### config.mk
export PLATFORM = sky130hd
export DESIGN_NAME = idu_stage_flat
export DESIGN_NICKNAME = d
export VERILOG_FILES = /design/src/rtl/idu_stage_pkg.sv /design/src/rtl/idu_stage_if.sv /design/src/rtl/idu_stage_decode.sv /design/src/rtl/idu_stage.sv /design/src/flat_wrapper.sv
export SDC_FILE = /design/constraint.sdc
export NUM_CORES = 1
export LEC_CHECK = 0
export CAP_MARGIN = 40
export CELL_PAD_IN_SITES_DETAIL_PLACEMENT = 1
export CELL_PAD_IN_SITES_GLOBAL_PLACEMENT = 2
export CORE_MARGIN = 1.5
export CORE_UTILIZATION = 31
export CTS_CLUSTER_SIZE = 8
export DETAILED_ROUTE_END_ITERATION = 16
export PLACE_DENSITY_LB_ADDON = 0.1
export SYNTH_ARGS = -nofsm -noshare
export SYNTH_HDL_FRONTEND = slang
export SYNTH_SLANG_ARGS = --single-unit
### constraint.sdc
create_clock -name clk -period 7.7 [get_ports clk]
set_input_delay 0.77 -clock clk [delete_from_list [all_inputs] [get_ports clk]]
set_output_delay 0.77 -clock clk [all_outputs]
set_load 0.01 [all_outputs]
### src/rtl/idu_stage_pkg.sv
// Shared decode definitions: opcodes, ALU op codes, operand selects, control bundle.
package idu_stage_pkg;

   localparam logic [6:0] OPC_LUI    = 7'b0110111;
   localparam logic [6:0] OPC_AUIPC  = 7'b0010111;
   localparam logic [6:0] OPC_JAL    = 7'b1101111;
   localparam logic [6:0] OPC_JALR   = 7'b1100111;
   localparam logic [6:0] OPC_BRANCH = 7'b1100011;
   localparam logic [6:0] OPC_LOAD   = 7'b0000011;
   localparam logic [6:0] OPC_STORE  = 7'b0100011;
   localparam logic [6:0] OPC_OPIMM  = 7'b0010011;
   localparam logic [6:0] OPC_OP     = 7'b0110011;
   localparam logic [6:0] OPC_SYSTEM = 7'b1110011;

   // ALU op = {mdu, func7[5]/cmp, func3}; compares set both upper bits.
   localparam logic [4:0] ALU_ADD  = 5'b00000;
   localparam logic [4:0] ALU_SUB  = 5'b01000;
   localparam logic [4:0] ALU_SRA  = 5'b01101;
   localparam logic [4:0] ALU_MUL  = 5'b10000;
   localparam logic [4:0] ALU_EQ   = 5'b11000;
   localparam logic [4:0] ALU_NE   = 5'b11001;
   localparam logic [4:0] ALU_LT   = 5'b11100;
   localparam logic [4:0] ALU_GE   = 5'b11101;
   localparam logic [4:0] ALU_LTU  = 5'b11110;
   localparam logic [4:0] ALU_GEU  = 5'b11111;

   localparam logic [1:0] ALU_A_RS1  = 2'd0;
   localparam logic [1:0] ALU_A_PC   = 2'd1;
   localparam logic [1:0] ALU_A_ZERO = 2'd2;
   localparam logic [1:0] ALU_B_RS2  = 2'd0;
   localparam logic [1:0] ALU_B_IMM  = 2'd1;
   localparam logic [1:0] ALU_B_FOUR = 2'd2;

   localparam logic [31:0] INST_ECALL  = 32'h0000_0073;
   localparam logic [31:0] INST_EBREAK = 32'h0010_0073;
   localparam logic [31:0] INST_MRET   = 32'h3020_0073;

   typedef struct packed {
      logic [31:0] imm;
      logic [4:0]  rs1;
      logic [4:0]  rs2;
      logic [4:0]  rd;
      logic [4:0]  alu_op;
      logic [1:0]  alu_a;
      logic [1:0]  alu_b;
      logic        reg_we;
      logic        mem_rd;
      logic        mem_wr;
      logic [2:0]  mem_op;
      logic        pc_a;
      logic        pc_b;
      logic        branch;
      logic [2:0]  csr_op;
      logic        ecall;
      logic        ebreak;
      logic        mret;
      logic        illegal;
   } idu_ctrl_t;

   // Branch func3 maps straight onto the compare code space.
   function automatic logic [4:0] alu_cmp_op(input logic [2:0] f3);
      return {2'b11, f3};
   endfunction

endpackage

### src/rtl/idu_stage_if.sv
// IFU -> IDU -> EXU handshake and decoded-op bus.
interface idu_stage_if #(
   parameter int PC_W = 32
);
   logic            flush;
   logic            in_valid;
   logic            in_ready;
   logic [PC_W-1:0] in_pc;
   logic [31:0]     in_inst;
   logic            out_valid;
   logic            out_ready;
   logic [PC_W-1:0] out_pc;
   logic [31:0]     out_imm;
   logic [4:0]      out_rs1;
   logic [4:0]      out_rs2;
   logic [4:0]      out_rd;
   logic [4:0]      out_alu_op;
   logic [1:0]      out_alu_a;
   logic [1:0]      out_alu_b;
   logic            out_reg_we;
   logic            out_mem_rd;
   logic            out_mem_wr;
   logic [2:0]      out_mem_op;
   logic            out_pc_a;
   logic            out_pc_b;
   logic            out_branch;
   logic [2:0]      out_csr_op;
   logic            out_ecall;
   logic            out_ebreak;
   logic            out_mret;
   logic            out_illegal;

   modport slave (
      input  flush, in_valid, in_pc, in_inst, out_ready,
      output in_ready, out_valid, out_pc, out_imm, out_rs1, out_rs2, out_rd,
             out_alu_op, out_alu_a, out_alu_b, out_reg_we, out_mem_rd, out_mem_wr,
             out_mem_op, out_pc_a, out_pc_b, out_branch, out_csr_op,
             out_ecall, out_ebreak, out_mret, out_illegal
   );

   modport master (
      output flush, in_valid, in_pc, in_inst, out_ready,
      input  in_ready, out_valid, out_pc, out_imm, out_rs1, out_rs2, out_rd,
             out_alu_op, out_alu_a, out_alu_b, out_reg_we, out_mem_rd, out_mem_wr,
             out_mem_op, out_pc_a, out_pc_b, out_branch, out_csr_op,
             out_ecall, out_ebreak, out_mret, out_illegal
   );
endinterface

### src/rtl/idu_stage_decode.sv
// Pure combinational RV32I(+M, +SYSTEM) instruction -> control bundle.
module idu_stage_decode
   import idu_stage_pkg::*;
#(
   parameter bit EN_M   = 1'b1,
   parameter bit EN_CSR = 1'b1
) (
   input  logic [31:0] i_inst,
   output idu_ctrl_t   o_ctrl
);

   logic [6:0]  w_opc;
   logic [2:0]  w_f3;
   logic [6:0]  w_f7;
   logic [31:0] w_imm_i;
   logic [31:0] w_imm_s;
   logic [31:0] w_imm_b;
   logic [31:0] w_imm_u;
   logic [31:0] w_imm_j;
   logic        w_ill;
   logic        w_wr;

   assign w_opc   = i_inst[6:0];
   assign w_f3    = i_inst[14:12];
   assign w_f7    = i_inst[31:25];
   assign w_imm_i = {{20{i_inst[31]}}, i_inst[31:20]};
   assign w_imm_s = {{20{i_inst[31]}}, i_inst[31:25], i_inst[11:7]};
   assign w_imm_b = {{19{i_inst[31]}}, i_inst[31], i_inst[7], i_inst[30:25], i_inst[11:8], 1'b0};
   assign w_imm_u = {i_inst[31:12], 12'b0};
   assign w_imm_j = {{11{i_inst[31]}}, i_inst[31], i_inst[19:12], i_inst[20], i_inst[30:21], 1'b0};

   // Classify by opcode; illegal ops still flow so EXU can trap, with side effects stripped.
   always_comb begin
      o_ctrl     = '0;
      w_ill      = 1'b0;
      w_wr       = 1'b0;
      o_ctrl.rs1 = i_inst[19:15];
      o_ctrl.rs2 = i_inst[24:20];
      o_ctrl.rd  = i_inst[11:7];
      case (w_opc)
         OPC_LUI: begin
            o_ctrl.imm   = w_imm_u;
            o_ctrl.alu_a = ALU_A_ZERO;
            o_ctrl.alu_b = ALU_B_IMM;
            w_wr         = 1'b1;
         end
         OPC_AUIPC: begin
            o_ctrl.imm   = w_imm_u;
            o_ctrl.alu_a = ALU_A_PC;
            o_ctrl.alu_b = ALU_B_IMM;
            w_wr         = 1'b1;
         end
         OPC_JAL: begin
            o_ctrl.imm   = w_imm_j;
            o_ctrl.alu_a = ALU_A_PC;
            o_ctrl.alu_b = ALU_B_FOUR;
            o_ctrl.pc_b  = 1'b1;
            w_wr         = 1'b1;
         end
         OPC_JALR: begin
            o_ctrl.imm   = w_imm_i;
            o_ctrl.alu_a = ALU_A_PC;
            o_ctrl.alu_b = ALU_B_FOUR;
            o_ctrl.pc_a  = 1'b1;
            o_ctrl.pc_b  = 1'b1;
            w_wr         = 1'b1;
         end
         OPC_BRANCH: begin
            o_ctrl.imm    = w_imm_b;
            o_ctrl.alu_op = alu_cmp_op(w_f3);
            o_ctrl.branch = 1'b1;
            w_ill         = (w_f3 == 3'b010) || (w_f3 == 3'b011);
         end
         OPC_LOAD: begin
            o_ctrl.imm    = w_imm_i;
            o_ctrl.alu_b  = ALU_B_IMM;
            o_ctrl.mem_rd = 1'b1;
            o_ctrl.mem_op = w_f3;
            w_wr          = 1'b1;
         end
         OPC_STORE: begin
            o_ctrl.imm    = w_imm_s;
            o_ctrl.alu_b  = ALU_B_IMM;
            o_ctrl.mem_wr = 1'b1;
            o_ctrl.mem_op = w_f3;
         end
         OPC_OPIMM: begin
            o_ctrl.imm    = w_imm_i;
            o_ctrl.alu_b  = ALU_B_IMM;
            o_ctrl.alu_op = {1'b0, (w_f3 == 3'b101) && i_inst[30], w_f3};
            w_wr          = 1'b1;
            if (w_f3 == 3'b001)
               w_ill = (w_f7 != 7'h00);
            else if (w_f3 == 3'b101)
               w_ill = (w_f7 != 7'h00) && (w_f7 != 7'h20);
         end
         OPC_OP: begin
            w_wr = 1'b1;
            if (EN_M && (w_f7 == 7'h01))
               o_ctrl.alu_op = {2'b10, w_f3};
            else
               o_ctrl.alu_op = {1'b0, w_f7[5], w_f3};
            w_ill = !((w_f7 == 7'h00) ||
                      ((w_f7 == 7'h20) && ((w_f3 == 3'b000) || (w_f3 == 3'b101))) ||
                      (EN_M && (w_f7 == 7'h01)));
         end
         OPC_SYSTEM: begin
            o_ctrl.imm = w_imm_i;
            if (w_f3 == 3'b000) begin
               if (i_inst == INST_EBREAK)
                  o_ctrl.ebreak = 1'b1;
               else if (EN_CSR && (i_inst == INST_ECALL))
                  o_ctrl.ecall = 1'b1;
               else if (EN_CSR && (i_inst == INST_MRET))
                  o_ctrl.mret = 1'b1;
               else
                  w_ill = 1'b1;
            end else if ((w_f3 == 3'b100) || !EN_CSR) begin
               w_ill = 1'b1;
            end else begin
               o_ctrl.csr_op = w_f3;
               w_wr          = 1'b1;
            end
         end
         default: w_ill = 1'b1;
      endcase
      o_ctrl.illegal = w_ill;
      o_ctrl.reg_we  = w_wr && !w_ill && (i_inst[11:7] != 5'd0);
      if (w_ill) begin
         o_ctrl.mem_rd = 1'b0;
         o_ctrl.mem_wr = 1'b0;
         o_ctrl.branch = 1'b0;
      end
   end

endmodule

### src/rtl/idu_stage.sv
// Decode stage: combinational decode feeding a 2-entry skid buffer.
// Entry0 drives the outputs; entry1 absorbs one op while EXU stalls so in_ready can stay registered.
module idu_stage
   import idu_stage_pkg::*;
#(
   parameter int PC_W   = 32,
   parameter bit EN_M   = 1'b1,
   parameter bit EN_CSR = 1'b1
) (
   input  logic        clk,
   input  logic        rst,
   idu_stage_if.slave  bus
);

   idu_ctrl_t       w_dec;
   idu_ctrl_t       r_e0;
   idu_ctrl_t       r_e1;
   logic [PC_W-1:0] r_pc0;
   logic [PC_W-1:0] r_pc1;
   logic            r_v0;
   logic            r_v1;
   logic            w_acc;
   logic            w_drain;

   idu_stage_decode #(
      .EN_M   (EN_M),
      .EN_CSR (EN_CSR)
   ) u_decode (
      .i_inst (bus.in_inst),
      .o_ctrl (w_dec)
   );

   assign w_acc   = bus.in_valid && !r_v1;
   assign w_drain = r_v0 && bus.out_ready;

   // Skid buffer: flush wins, then drain/shift, then fill the lowest free entry.
   always_ff @(posedge clk or posedge rst) begin
      if (rst) begin
         r_v0  <= 1'b0;
         r_v1  <= 1'b0;
         r_e0  <= '0;
         r_e1  <= '0;
         r_pc0 <= '0;
         r_pc1 <= '0;
      end else if (bus.flush) begin
         r_v0 <= 1'b0;
         r_v1 <= 1'b0;
      end else if (w_drain) begin
         if (r_v1) begin
            r_e0  <= r_e1;
            r_pc0 <= r_pc1;
            r_v1  <= 1'b0;
         end else if (w_acc) begin
            r_e0  <= w_dec;
            r_pc0 <= bus.in_pc;
         end else begin
            r_v0 <= 1'b0;
         end
      end else if (w_acc) begin
         if (!r_v0) begin
            r_e0  <= w_dec;
            r_pc0 <= bus.in_pc;
            r_v0  <= 1'b1;
         end else begin
            r_e1  <= w_dec;
            r_pc1 <= bus.in_pc;
            r_v1  <= 1'b1;
         end
      end
   end

   assign bus.in_ready    = !r_v1;
   assign bus.out_valid   = r_v0;
   assign bus.out_pc      = r_pc0;
   assign bus.out_imm     = r_e0.imm;
   assign bus.out_rs1     = r_e0.rs1;
   assign bus.out_rs2     = r_e0.rs2;
   assign bus.out_rd      = r_e0.rd;
   assign bus.out_alu_op  = r_e0.alu_op;
   assign bus.out_alu_a   = r_e0.alu_a;
   assign bus.out_alu_b   = r_e0.alu_b;
   assign bus.out_reg_we  = r_e0.reg_we;
   assign bus.out_mem_rd  = r_e0.mem_rd;
   assign bus.out_mem_wr  = r_e0.mem_wr;
   assign bus.out_mem_op  = r_e0.mem_op;
   assign bus.out_pc_a    = r_e0.pc_a;
   assign bus.out_pc_b    = r_e0.pc_b;
   assign bus.out_branch  = r_e0.branch;
   assign bus.out_csr_op  = r_e0.csr_op;
   assign bus.out_ecall   = r_e0.ecall;
   assign bus.out_ebreak  = r_e0.ebreak;
   assign bus.out_mret    = r_e0.mret;
   assign bus.out_illegal = r_e0.illegal;

endmodule

### src/flat_wrapper.sv
// flat-port wrapper written by rule: the top's interface ports become plain ports
module idu_stage_flat import idu_stage_pkg::*;
#(
   parameter int PC_W   = 32,
   parameter bit EN_M   = 1'b1,
   parameter bit EN_CSR = 1'b1
)
  (clk, rst, bus_flush, bus_in_valid, bus_in_pc, bus_in_inst, bus_out_ready, bus_in_ready, bus_out_valid, bus_out_pc, bus_out_imm, bus_out_rs1, bus_out_rs2, bus_out_rd, bus_out_alu_op, bus_out_alu_a, bus_out_alu_b, bus_out_reg_we, bus_out_mem_rd, bus_out_mem_wr, bus_out_mem_op, bus_out_pc_a, bus_out_pc_b, bus_out_branch, bus_out_csr_op, bus_out_ecall, bus_out_ebreak, bus_out_mret, bus_out_illegal);
  idu_stage_if #(.PC_W(PC_W)) bus_i ();
  input  logic clk;
  input  logic rst;
  input wire logic [$bits(bus_i.flush)-1:0] bus_flush;
  input wire logic [$bits(bus_i.in_valid)-1:0] bus_in_valid;
  input wire logic [$bits(bus_i.in_pc)-1:0] bus_in_pc;
  input wire logic [$bits(bus_i.in_inst)-1:0] bus_in_inst;
  input wire logic [$bits(bus_i.out_ready)-1:0] bus_out_ready;
  output wire logic [$bits(bus_i.in_ready)-1:0] bus_in_ready;
  output wire logic [$bits(bus_i.out_valid)-1:0] bus_out_valid;
  output wire logic [$bits(bus_i.out_pc)-1:0] bus_out_pc;
  output wire logic [$bits(bus_i.out_imm)-1:0] bus_out_imm;
  output wire logic [$bits(bus_i.out_rs1)-1:0] bus_out_rs1;
  output wire logic [$bits(bus_i.out_rs2)-1:0] bus_out_rs2;
  output wire logic [$bits(bus_i.out_rd)-1:0] bus_out_rd;
  output wire logic [$bits(bus_i.out_alu_op)-1:0] bus_out_alu_op;
  output wire logic [$bits(bus_i.out_alu_a)-1:0] bus_out_alu_a;
  output wire logic [$bits(bus_i.out_alu_b)-1:0] bus_out_alu_b;
  output wire logic [$bits(bus_i.out_reg_we)-1:0] bus_out_reg_we;
  output wire logic [$bits(bus_i.out_mem_rd)-1:0] bus_out_mem_rd;
  output wire logic [$bits(bus_i.out_mem_wr)-1:0] bus_out_mem_wr;
  output wire logic [$bits(bus_i.out_mem_op)-1:0] bus_out_mem_op;
  output wire logic [$bits(bus_i.out_pc_a)-1:0] bus_out_pc_a;
  output wire logic [$bits(bus_i.out_pc_b)-1:0] bus_out_pc_b;
  output wire logic [$bits(bus_i.out_branch)-1:0] bus_out_branch;
  output wire logic [$bits(bus_i.out_csr_op)-1:0] bus_out_csr_op;
  output wire logic [$bits(bus_i.out_ecall)-1:0] bus_out_ecall;
  output wire logic [$bits(bus_i.out_ebreak)-1:0] bus_out_ebreak;
  output wire logic [$bits(bus_i.out_mret)-1:0] bus_out_mret;
  output wire logic [$bits(bus_i.out_illegal)-1:0] bus_out_illegal;
  assign bus_i.flush = bus_flush;
  assign bus_i.in_valid = bus_in_valid;
  assign bus_i.in_pc = bus_in_pc;
  assign bus_i.in_inst = bus_in_inst;
  assign bus_i.out_ready = bus_out_ready;
  assign bus_in_ready = bus_i.in_ready;
  assign bus_out_valid = bus_i.out_valid;
  assign bus_out_pc = bus_i.out_pc;
  assign bus_out_imm = bus_i.out_imm;
  assign bus_out_rs1 = bus_i.out_rs1;
  assign bus_out_rs2 = bus_i.out_rs2;
  assign bus_out_rd = bus_i.out_rd;
  assign bus_out_alu_op = bus_i.out_alu_op;
  assign bus_out_alu_a = bus_i.out_alu_a;
  assign bus_out_alu_b = bus_i.out_alu_b;
  assign bus_out_reg_we = bus_i.out_reg_we;
  assign bus_out_mem_rd = bus_i.out_mem_rd;
  assign bus_out_mem_wr = bus_i.out_mem_wr;
  assign bus_out_mem_op = bus_i.out_mem_op;
  assign bus_out_pc_a = bus_i.out_pc_a;
  assign bus_out_pc_b = bus_i.out_pc_b;
  assign bus_out_branch = bus_i.out_branch;
  assign bus_out_csr_op = bus_i.out_csr_op;
  assign bus_out_ecall = bus_i.out_ecall;
  assign bus_out_ebreak = bus_i.out_ebreak;
  assign bus_out_mret = bus_i.out_mret;
  assign bus_out_illegal = bus_i.out_illegal;
  idu_stage #(.PC_W(PC_W), .EN_M(EN_M), .EN_CSR(EN_CSR)) u_core (.clk(clk), .rst(rst), .bus(bus_i));
endmodule
* Yosys cells after proc, flatten, opt, wreduce, memory -nomap -nowiden
Cells that the tools add are included.
** Word-level totals
- Output and inout port bits :: 106
- Register bits after elaboration :: 210
- Input port bits :: 69
- Word-level logic and storage cells :: 155
** Operators by class
- Bitwise operators :: 2
- Reduce and logical (&&, ||, !) cells :: 34
- Equal/unequal tests :: 24
- Multiplexer cells :: 53
** Operators by type and width (number)
- $mux W72 :: 5
- $mux W32 :: 5
- $pmux W32 S5 :: 1
- $eq A32 B21 Y1 const B :: 1
- $eq A32 B30 Y1 const B :: 1
- $eq A32 B7 Y1 const B :: 1
- $mux W1 :: 30
- $eq A7 B6 Y1 const B :: 4
- $eq A7 B7 Y1 const B :: 4
- $pmux W5 S3 :: 1
- $eq A7 B5 Y1 const B :: 2
- $mux W3 :: 4
- $pmux W2 S2 :: 2
- $reduce_and A4 Y1 :: 2
- $eq A7 B1 Y1 const B :: 1
- $eq A7 B2 Y1 const B :: 1
- $logic_and A1 B1 Y1 :: 7
- $logic_not A7 Y1 :: 1
- $ne A7 B6 Y1 const B :: 1
- $reduce_bool A7 Y1 :: 1
- $reduce_or A7 Y1 :: 1
- $eq A3 B2 Y1 const B :: 2
- $eq A3 B3 Y1 const B :: 2
- $mux W6 :: 1
- 21 further kinds :: 32

* Depth between registers and ports, before layout
- Word-level depth :: 13
- Mapped depth :: 9

* Hierarchy
From an unflattened synthesis, not the netlist that was laid out.
** Second synthesis, totals
- Cell total of the unflattened synthesis :: 735
- Area total of the unflattened synthesis :: 10214.8 um^2
** Modules (own cells, without submodules)
- idu_stage :: times used 1, area each 9123.8 um^2, seq. area each 5255.0 um^2, cells each 568
- idu_stage_decode :: times used 1, area each 1091.0 um^2, seq. area each 0.0 um^2, cells each 167

* Worst setup path before layout
OpenSTA, ideal clock, no wires.
- Path type :: in2reg
- From :: in bus_in_inst[3]
- To :: reg u_core.r_e0, in the netlist u_core.bus.out_illegal
- Path buffers :: 2
- Required time :: 7.572 ns
- Library setup time :: 0.128 ns
- Stages on the path :: 8
- Arrival :: 2.307 ns
- Setup slack :: 5.265 ns
- Cells stage by stage :: buf_6 > nand4bb_1 > buf_4 > or4_4 > nor4_2 > a21oi_1 > nor3_1 > o21ai_0
** Between the ends
- Word-level cells in the longest chain between the ends :: 9
- Elaborated cells between the ends (all ways) :: 24
- Those cells by class :: 13 x eq/ne; 10 x mux; 1 x reduce/logical
** Ends and longest elaborated chain
- start, declared :: RTL line flat_wrapper.sv:15 : input wire logic [$bits(bus_i.in_inst)-1:0] bus_in_inst;
- $eq A32 B30 Y1 :: RTL line idu_stage_decode.sv:114 : else if (EN_CSR && (i_inst == INST_MRET))
- $mux W1 :: RTL line idu_stage_decode.sv:114
- $mux W1 :: RTL line idu_stage_decode.sv:112 : else if (EN_CSR && (i_inst == INST_ECALL))
- $mux W1 :: RTL line idu_stage_decode.sv:110 : if (i_inst == INST_EBREAK)
- $mux W1 :: RTL line idu_stage_decode.sv:109 : if (w_f3 == 3'b000) begin
- $pmux W1 S5 (*) :: RTL line idu_stage_decode.sv:40 : case (w_opc)
- $mux W72, on equally long branches :: RTL line idu_stage.sv:60, idu_stage.sv:53
- $mux W72, on equally long branches :: RTL line idu_stage.sv:59, idu_stage.sv:49
- $mux W72 (*) :: RTL line idu_stage.sv:48 : end else if (w_drain) begin
- end signal, assigned :: RTL line idu_stage.sv:50 : r_e0 <= r_e1;
- end signal, assigned :: RTL line idu_stage.sv:54 : r_e0 <= w_dec;
- end signal, assigned :: RTL line idu_stage.sv:61 : r_e0 <= w_dec;
- end, declared :: RTL line idu_stage.sv:16 : idu_ctrl_t r_e0;
Mark *: on every way between the ends. The rest lies on a longest branch, timed or not. The select of a mux whose other input is x is not followed.
A chain may end at the register's enable or synchronous reset.

* Final worst setup path
- From :: in bus_in_inst[2]
- To :: reg u_core.r_e0, in the netlist u_core.bus.out_imm[29]
** Between the ends
- Word-level cells in the longest chain between the ends :: 6
- Elaborated cells between the ends (all ways) :: 17
- Those cells by class :: 9 x eq/ne; 6 x mux; 2 x reduce/logical
** Ends and longest elaborated chain (RTL line)
- $eq A7 B7 Y1 (tied with other cells) :: idu_stage_decode.sv:40
- $reduce_or A4 Y1 (no source line) or $reduce_or A2 Y1 (tied branches)
- $pmux W32 S5 (*) :: idu_stage_decode.sv:40
- $mux W72, on equally long branches :: idu_stage.sv:60, idu_stage.sv:53
- $mux W72, on equally long branches :: idu_stage.sv:59, idu_stage.sv:49
- $mux W72 (*) :: idu_stage.sv:48
Marks and branches as above.

==> impl_metrics.toml <==
[placement]
place_congestion = 0.7958
place_area_mm2 = 0.01143
dp_hpwl_um = 20180
port_buffers = 174

[floorplan]
rows = 63
initial_core_util = 0.3150
dieArea_mm2 = 0.03125
dieWidth_um = 176.8
chipHeight_um = 176.8
core_mm2 = 0.02972
ios = 175

[clock_network]
cts_inserted_buffers = 30
cts_buffer_depth = 3
clock_latency_ns = 0.54
post_cts_buffers = 0
cts.sinks = 208
root_buffer = "clkbuf_16"
hold_buffers = 0
clk_pin_slew_ns = 0.06
cts_max_level = 1
tritoncts = "built"
cts_resized = 0

[worst_setup_path]
cpMostUsedCell = "a21oi_1"
cp_cell_sequence = "clkdlybuf4s50_1, nand4bb_1, o32ai_2, and2_1, a21oi_1, a21oi_1, a21o_1"
cp-end-kind = "flop"
cpPeakStageDelay_ns = 0.96
crit_type = "in2reg"
rrSetupSlack_ns = 5.02
cp.arrival_ns = 3.91
start_kind = "input port"
regToRegEndpoint = "u_core.bus.out_pc[26]$_DFFE_PP0P_"
cp_slowest_cell = "o32ai_2"
cp_max_fo = 14
crit_family = "compound AO/OA/AOI/OAI gates"
critPathBufInv = 1
cp.required_ns = 8.18
reg2reg_from = "u_core.r_v1$_DFFE_PP0P_"
r2r_cells = 8

[routing]
num_vias = 8140
dr.first_iter.drc_count = 464
dr.pass1.iters = 4
wirelength_um = 31260
drc = 0
wl_per_cell_um = 19.38
vias_per_cell = 5.046
ant_nets = 0

[final_layout]
area_growth_pct = 30.54
multi_input_area_mm2 = 0.003821
drive_above_1_share = 0.04906
fillers = 3414
final_common_cell = "nand2_1"
final_net_count = 1289
regArea_mm2 = 0.005205
fin_util = 0.4112
final_cell_mix = "345 x nand2_1, 208 x dfrtp_1, 174 x clkdlybuf4s50_1, 84 x nor2_1, 70 x o21ai_0"
antenna_cells = 0
final_area_mm2 = 0.01222

[synthesis]
synth_largest_area_cell = "dfrtp_1"
synthArstFlopShare = 1.000
syn_area_mm2 = 0.009361
synth.area.top_cells = "dfrtp_1 56%, nand2_1 14%, a31oi_1 4.3%"
synth_nets = 1157
synth_edf_count = 0
synthDistinctLibCells = 52
ys_seq_area_frac = 0.5560
synth-seq-cells = 208
syn_inst = 1088
synth_top_area_frac = 0.5560
ys.flop_type = "dfrtp_1"
syn_area_per_cell_um2 = 8.604
synth-warning-count = 0

[global_route]
grt_pass1_vias = 8528
grt_max_degree = 85
overflow = 0
grt_usage = 0.2016
grt_antenna_before_repair = 0
grt_pass1_wl_um = 49280

[sta]
clock_skew_ns = 0.007988
finalHoldViolCount = 0
slew_headroom = 0.3665
period_share = 0.4450
period_needed_ns = 3.427
setup_tns_ns = 0
maxSlewViolCount = 0
rsz0062_at_grt = "false"
fmax_mhz = 291.8
setup_viol = 0
worst_pin_slew_ns = 0.9473

[hold_path]
hold_end = "u_core.r_e1[15]$_DFFE_PP0P_"
hold_path.class = "reg2reg"
hold_depth = 2
hp-start = "u_core.r_e1[15]$_DFFE_PP0P_"

[power_and_ir_drop]
ir_drop_uv = 144.5
p_leak_uw = 0.005438
power.density_mw_per_mm2 = 245.3

[flow_run]
cap_viol_max_count = 0

[run_status]
status = "completed"
## worst max-delay path by stage
stage | slack [ns] | cells past startpoint | from | end
detailed placement | 3.73 | 7 | bus_in_inst[2] | u_core.bus.out_imm[24]$_DFFE_PP0P_
finish | 4.27 | 7 | bus_in_inst[2] | u_core.bus.out_imm[29]$_DFFE_PP0P_
CTS | 4.28 | 7 | bus_in_inst[2] | u_core.bus.out_imm[29]$_DFFE_PP0P_
global placement | 3.83 | 7 | bus_in_inst[2] | u_core.bus.out_imm[24]$_DFFE_PP0P_
global route | 3.99 | 7 | bus_in_inst[2] | u_core.bus.out_imm[29]$_DFFE_PP0P_
floorplan | 1.25 | 1 | rst | u_core.bus.out_alu_a[0]$_DFFE_PP0P_
## per-stage QoR
| step | setup WS (ns) | cells | total power [µW] | hold slack [ns] |
|---|---|---|---|---|
| final | 4.273 | 1613 | 2997 | 0.4684 |
| after detailed placement | 3.727 | 1578 | 1861 | 0.4601 |
| after CTS | 4.280 | 1613 | 3046 | 0.4725 |
| after floorplan | 1.249 | 1088 | 1564 | 0.4391 |
| after global routing | 3.994 | 1613 | 3147 | 0.4935 |
| after global placement | 3.831 | 1574 | 1842 | 0.4538 |
## sequential cells by signal, indices dropped and copies added, names as in the netlist, 2 cells and up
register / cells
u_core.bus.out_pc: 32
u_core.bus.out_rd: 5
u_core.bus.out_rs1: 5
u_core.bus.out_alu_a: 2
u_core.bus.out_rs2: 5
u_core.bus.out_csr_op: 3
u_core.r_pc1: 32
u_core.bus.out_imm: 32
u_core.bus.out_mem_op: 3
u_core.bus.out_alu_op: 5
u_core.r_e1: 71
## power breakdown
part	total (µW)	switching (µW)	internal, µW
clock	1170	463	703
sequential	1330	85.1	1240
combinational	504	254	250
total	3000	802	2200
## Yosys cell counts, types with 9 or more instances
master,count
a21o_1,23
a21oi_1,65
a31oi_1,65
buf_2,9
clkbuf_1,69
dfrtp_1,208
nand2_1,345
nand3_1,36
nor2_1,84
nor3_1,14
o21ai_0,70
o31ai_1,10
## cell families after synthesis
| family | share of synthesized area |
|---|---|
| compound gates | 0.1659 |
| buf+inv | 0.04010 |
| mux | 0.001069 |
| simple gates | 0.2351 |
| xor+xnor | 0.001871 |
| flops | 0.5560 |
## per-layer routing
layer / global-route usage / wire [µm] / vias up
li1: - / - / 3935
met1: 0.2740 / 14380 / 4004
met2: 0.3404 / 14950 / 160
met3: 0.02706 / 1362 / 41
met4: 0.04696 / 561 / 0
met5: 0 / 0 / -
## layout make-up
class | count | share of cell area
Multi-Input combinational cell | 787 | 0.3127
Clock buffer | 34 | 0.06440
Clock inverter | 1 | 0.0006143
Timing Repair Buffer | 187 | 0.1540
Sequential cell | 208 | 0.4259
Inverter | 6 | 0.002457
Tap cell | 390 | 0.03993
## worst reg2reg max path, cell delays in order, from the launching register on
cell and delay, ns:
dfrtp_1 0.45, inv_1 0.10, nand2_1 0.16, a211oi_4 0.27
buf_4 0.65, buf_4 0.39, buf_16 0.29, nor2_1 0.12
a31oi_1 0.16
Power figures use the tool's default switching activity.
